**src/rtl/mem_dump_uart.sv**
```systemverilog
`default_nettype none
// ============================================================================
//  Module      : mem_dump_uart
//  Description : On a processor-halt rising edge, reads N_WORDS data-RAM words
//                and streams them byte by byte to a UART TX (start/done).
//                Optional macro MEM_DUMP_CSUM_EN appends an XOR checksum byte.
//  Revision    : 1.0 - initial release
// ============================================================================
module mem_dump_uart #(
    parameter int DATA_W    = 16,
    parameter int ADDR_W    = 11,
    parameter int N_WORDS   = 16,
    parameter int BASE_ADDR = 0,
    parameter int MSB_FIRST = 1
) (
    input  logic              i_clock,
    input  logic              i_reset,
    input  logic              i_halt,
    output logic              o_rd,
    output logic [ADDR_W-1:0] o_addr,
    input  logic [DATA_W-1:0] i_data,
    output logic [7:0]        o_tx_data,
    output logic              o_tx_start,
    input  logic              i_tx_done,
    output logic              o_busy,
    output logic              o_done
);

    localparam int c_bytes  = DATA_W / 8;
    localparam int c_wcnt_w = (N_WORDS > 1) ? $clog2(N_WORDS) : 1;
    localparam int c_bcnt_w = (c_bytes > 1) ? $clog2(c_bytes) : 1;
    localparam logic [c_wcnt_w-1:0] c_last_word = c_wcnt_w'(N_WORDS - 1);
    localparam logic [c_bcnt_w-1:0] c_last_byte = c_bcnt_w'(c_bytes - 1);
    localparam logic [ADDR_W-1:0]   c_base      = ADDR_W'(BASE_ADDR);

    typedef enum logic [2:0] {
        S_IDLE  = 3'd0,
        S_READ  = 3'd1,
        S_LATCH = 3'd2,
        S_SEND  = 3'd3,
        S_WAIT  = 3'd4,
`ifdef MEM_DUMP_CSUM_EN
        S_CSUM  = 3'd6,
        S_CWAIT = 3'd7,
`endif
        S_DONE  = 3'd5
    } state_t;

    state_t                state_q, state_d;
    logic                  halt_q, halt_d;
    logic [ADDR_W-1:0]     addr_q, addr_d;
    logic [c_wcnt_w-1:0]   word_cnt_q, word_cnt_d;
    logic [c_bcnt_w-1:0]   byte_cnt_q, byte_cnt_d;
    logic [DATA_W-1:0]     shift_q, shift_d;
`ifdef MEM_DUMP_CSUM_EN
    logic [7:0]            csum_q, csum_d;
`endif

    logic       w_trigger;
    logic [7:0] w_cur_byte;

    assign w_trigger  = i_halt & ~halt_q;
    assign w_cur_byte = (MSB_FIRST != 0) ? shift_q[DATA_W-1 -: 8] : shift_q[7:0];
    assign o_addr     = addr_q;
    assign o_busy     = (state_q != S_IDLE) && (state_q != S_DONE);
    assign o_done     = (state_q == S_DONE);

    always_comb begin
        state_d    = state_q;
        halt_d     = i_halt;
        addr_d     = addr_q;
        word_cnt_d = word_cnt_q;
        byte_cnt_d = byte_cnt_q;
        shift_d    = shift_q;
`ifdef MEM_DUMP_CSUM_EN
        csum_d     = csum_q;
`endif
        o_rd       = 1'b0;
        o_tx_start = 1'b0;
        o_tx_data  = 8'h00;
        case (state_q)
            S_IDLE: begin
                if (w_trigger) begin
                    state_d    = S_READ;
                    word_cnt_d = '0;
                    addr_d     = c_base;
`ifdef MEM_DUMP_CSUM_EN
                    csum_d     = 8'h00;
`endif
                end
            end
            S_READ: begin
                o_rd    = 1'b1;
                state_d = S_LATCH;
            end
            S_LATCH: begin
                o_rd       = 1'b1;
                shift_d    = i_data;
                byte_cnt_d = '0;
                state_d    = S_SEND;
            end
            S_SEND: begin
                o_tx_start = 1'b1;
                o_tx_data  = w_cur_byte;
`ifdef MEM_DUMP_CSUM_EN
                csum_d     = csum_q ^ w_cur_byte;
`endif
                state_d    = S_WAIT;
            end
            S_WAIT: begin
                o_tx_data = w_cur_byte;
                if (i_tx_done) begin
                    if (byte_cnt_q != c_last_byte) begin
                        shift_d    = (MSB_FIRST != 0) ? (shift_q << 8) : (shift_q >> 8);
                        byte_cnt_d = byte_cnt_q + 1'b1;
                        state_d    = S_SEND;
                    end else if (word_cnt_q != c_last_word) begin
                        addr_d     = addr_q + 1'b1;
                        word_cnt_d = word_cnt_q + 1'b1;
                        state_d    = S_READ;
                    end else begin
`ifdef MEM_DUMP_CSUM_EN
                        state_d    = S_CSUM;
`else
                        state_d    = S_DONE;
`endif
                    end
                end
            end
`ifdef MEM_DUMP_CSUM_EN
            S_CSUM: begin
                o_tx_start = 1'b1;
                o_tx_data  = csum_q;
                state_d    = S_CWAIT;
            end
            S_CWAIT: begin
                o_tx_data = csum_q;
                if (i_tx_done) begin
                    state_d = S_DONE;
                end
            end
`endif
            S_DONE: begin
                if (!i_halt) begin
                    state_d = S_IDLE;
                end
            end
            default: state_d = S_IDLE;
        endcase
    end

    // halt_q resets high so a halt already asserted at reset release is not an edge
    always_ff @(posedge i_clock or negedge i_reset) begin
        if (!i_reset) begin
            state_q    <= S_IDLE;
            halt_q     <= 1'b1;
            addr_q     <= '0;
            word_cnt_q <= '0;
            byte_cnt_q <= '0;
            shift_q    <= '0;
`ifdef MEM_DUMP_CSUM_EN
            csum_q     <= 8'h00;
`endif
        end else begin
            state_q    <= state_d;
            halt_q     <= halt_d;
            addr_q     <= addr_d;
            word_cnt_q <= word_cnt_d;
            byte_cnt_q <= byte_cnt_d;
            shift_q    <= shift_d;
`ifdef MEM_DUMP_CSUM_EN
            csum_q     <= csum_d;
`endif
        end
    end

endmodule
`default_nettype wire

```
**config.mk**
```make
export PLATFORM = sky130hd
export DESIGN_NAME = mem_dump_uart
export DESIGN_NICKNAME = d
export VERILOG_FILES = /design/src/rtl/mem_dump_uart.sv
export SDC_FILE = /design/constraint.sdc
export NUM_CORES = 1
export LEC_CHECK = 0
export CORE_MARGIN = 2
export CORE_UTILIZATION = 30
export CTS_CLUSTER_DIAMETER = 80
export DETAILED_ROUTE_END_ITERATION = 10
export SYNTH_ARGS = -nofsm -noshare
export SYNTH_HDL_FRONTEND = slang
export SYNTH_SLANG_ARGS = --single-unit
```
**constraint.sdc**
```tcl
create_clock -name i_clock -period 2.97 [get_ports i_clock]
set_clock_uncertainty 0.1 [all_clocks]
set_input_delay 0.297 -clock i_clock [delete_from_list [all_inputs] [get_ports i_clock]]
set_output_delay 0.297 -clock i_clock [all_outputs]
set_load 0.05 [all_outputs]
```
==> results.ini <==
[power_and_ir_drop]
total_power_mw=2.27
pwr-share-seq_pct=37.4
comb_power_share_pct=43.4
p_sw_uw=968
p_sw_share_pct=42.6
power_frac_clock_pct=19.2
peakVddDrop_mv=0.419
intPower_mw=1.31
power.density_nw_per_um2=920
leakage_nw=1.03

[timing]
worst_slew_pin_slew_ns=0.699
final.min_clock_period_ns=2.58
slew_viol_final=0
rsz0062_at_grt=false
maxSlewHeadroom_pct=53.4
period_share_pct=87.0
hold_viol_final=0
fmax_mhz=387
setup_violations=0
fin_hold_ws_ns=0.321
setup_tns_ns=0

[worst_setup_path]
crit_fanout=17
reg2reg_from=word_cnt_q[0]$_DFFE_PN0P_
cp.required_ns=2.57
crit_arrival_ns=2.19
start_kind=flip-flop
r2r_cells=5
worstReg2RegEnd=o_addr[5]$_DFFE_PN0P_
end_kind=output pin
path_class=reg -> out
reg2reg_slack_ns=0.78

[flow_run]
maxCapViolations=0

[synth]
ys_async_sr_fraction_pct=100
synthDistinctLibCells=46
yosys_warnings=0
synth-edff-count=0
syn_inst=185
synthFlopType=dfrtp_1
syn_area_per_cell_um2=10.1
seq_area_frac_synth_pct=48.2
ys_ff_latch=36
syn_nets=207
syn_area_um2=1870

[finish]
layout_common_cells=35 x dfrtp_1, 34 x clkdlybuf4s50_1, 21 x nand2_1
layout_commonest_cell=dfrtp_1
nFillCells=583
syn2layout_area_growth_pct=31.9
drive_above_1_share_pct=11.3
diodes=0
utilization_pct=41.2
fin_area_um2=2470
final_nets=251

[grt]
grt_overflow=0
track_usage_pct=13.3
grt_max_degree=37
grt_pass1_vias=1503
grt_pass1_wl_mm=7.60
grt_antenna_before_repair=0

[floorplanning]
die_area_um2=6890
fp.dieW_um=83.0
pin_count=43
initial_core_util_pct=31.3
num_rows=28
die_y_um=83.0
core_um2=5990

[routing]
drt_pre_antenna_iters=4
initialDrtViolationCount=117
routed_via_density=5.09
route.detailed.drc=0
finalWirelength_mm=4.34
vias=1551
ant_nets=0
wire_per_inst_um=14.2

[clocking]
tritoncts=built
postCtsSetupBuffers=0
cts_resized=0
cts-root-buf=clkbuf_8
clock_tree.buffer_depth=2
cts.reportedPaths.clkPinSlew_ns=0.08
holdBufCountCts=0
clkLatencyLatePin_ns=0.29
cts.sinks=36
cts_buffers=5
cts_max_level=2

[run_status]
outcome=complete, no violations

[placement]
gp_congestion=0.794
dpl_cell_area_um2=2360
portBuffers=42
hpwl_mm=2.88

[min_path]
hp-class=in -> async

==> layout make-up <==
| cell class | count | area (um2) | share of cell area [%] |
|---|---|---|---|
| multi-input cells | 135 | 918 | 37.2 |
| flip-flops and latches | 36 | 902 | 36.5 |
| repair buffers | 46 | 430 | 17.4 |
| well taps | 75 | 93.8 | 3.80 |
| clock buffers | 6 | 72.6 | 2.94 |
| clock inverters | 2 | 35.0 | 1.42 |
| inverters | 5 | 18.8 | 0.759 |
==> flip-flops by register name, indices dropped and copies added, names as in the netlist <==
register / count
shift_q: 16
o_addr: 11
word_cnt_q: 4
state_q: 3
byte_cnt_q: 1
halt_q: 1
==> synthesized netlist by cell type (3+ instances only) <==
library cell | count | area (um2)
o21bai_1 | 3 | 22.5
dfrtp_1 | 35 | 876
nor2_1 | 10 | 37.5
nand4_1 | 3 | 18.8
buf_2 | 3 | 15.0
clkbuf_1 | 4 | 15.0
a21oi_1 | 7 | 35.0
a22o_1 | 8 | 70.1
o21ai_0 | 9 | 45.0
mux2i_1 | 13 | 130
o21ai_1 | 4 | 20.0
and2_1 | 9 | 56.3
nand3_1 | 6 | 30.0
nor2b_1 | 3 | 18.8
a31oi_1 | 6 | 37.5
nor3b_1 | 3 | 22.5
nand2_1 | 21 | 78.8
inv_1 | 5 | 18.8
==> metrics by stage <==
step | instances | setup slack, ns
2_1_floorplan | 185 | 0.896
3_3_place_gp | 297 | 0.698
3_5_place_dp | 297 | 0.637
4_1_cts | 305 | 0.367
5_1_grt | 305 | 0.246
6_report | 305 | 0.386
==> critical path: stages (launching register included) <==
cell and delay, ns:
dfrtp_1 0.70, and2_1 0.24, nor2b_1 0.14, clkdlybuf4s50_1 0.81
==> kinds of logic (layout without fill, tap and decap cells) <==
kind of cell             after synthesis  after routing  share of synthesized area [%]
XOR/XNOR                               1              1                          0.468
buffers and inverters                 14             59                           3.07
adder cells (fa/ha/maj)                2              2                           1.34
multiplexers                          13             13                           6.95
AO/OA/AOI/OAI                         53             53                           21.2
AND/OR/NAND/NOR                       66             66                           18.8
flip-flops                            36             36                           48.2
==> power by group through the flow <==
stage / Combinational, mW / Sequential (mW) / Clock (mW)
global route: 1.08 / 0.884 / 0.467
floorplan: 0.701 / 0.841 / 0
CTS: 1.00 / 0.849 / 0.450
global placement: 0.991 / 0.854 / 0
detailed placement: 1.00 / 0.856 / 0
finish: 0.986 / 0.851 / 0.437
==> routing by layer <==
layer | wire length [um] | part of all wire, % | global-route usage [%] | vias to the layer above
met5 | 0 | 0 | 0 | -
met1 | 2140 | 49 | 18.3 | 733
met3 | 233 | 5.4 | 3.88 | 6
li1 | - | - | - | 768
met2 | 1940 | 45 | 20.6 | 44
met4 | 31 | 0.71 | 3.13 | 0
==> how the worst max path moves through the flow <==
stage,slack (ns),start,cells past startpoint,end
after floorplan,0.90,state_q[2]$_DFFE_PN0P_,3,o_done
after global placement,0.70,i_halt,5,o_addr[1]$_DFFE_PN0P_
after detailed placement,0.64,i_halt,5,o_addr[5]$_DFFE_PN0P_
after CTS,0.37,state_q[0]$_DFFE_PN0P_,4,o_tx_start
after global routing,0.25,state_q[0]$_DFFE_PN0P_,3,o_done
final,0.39,state_q[2]$_DFFE_PN0P_,3,o_done
(Power assumes the default switching activity.)
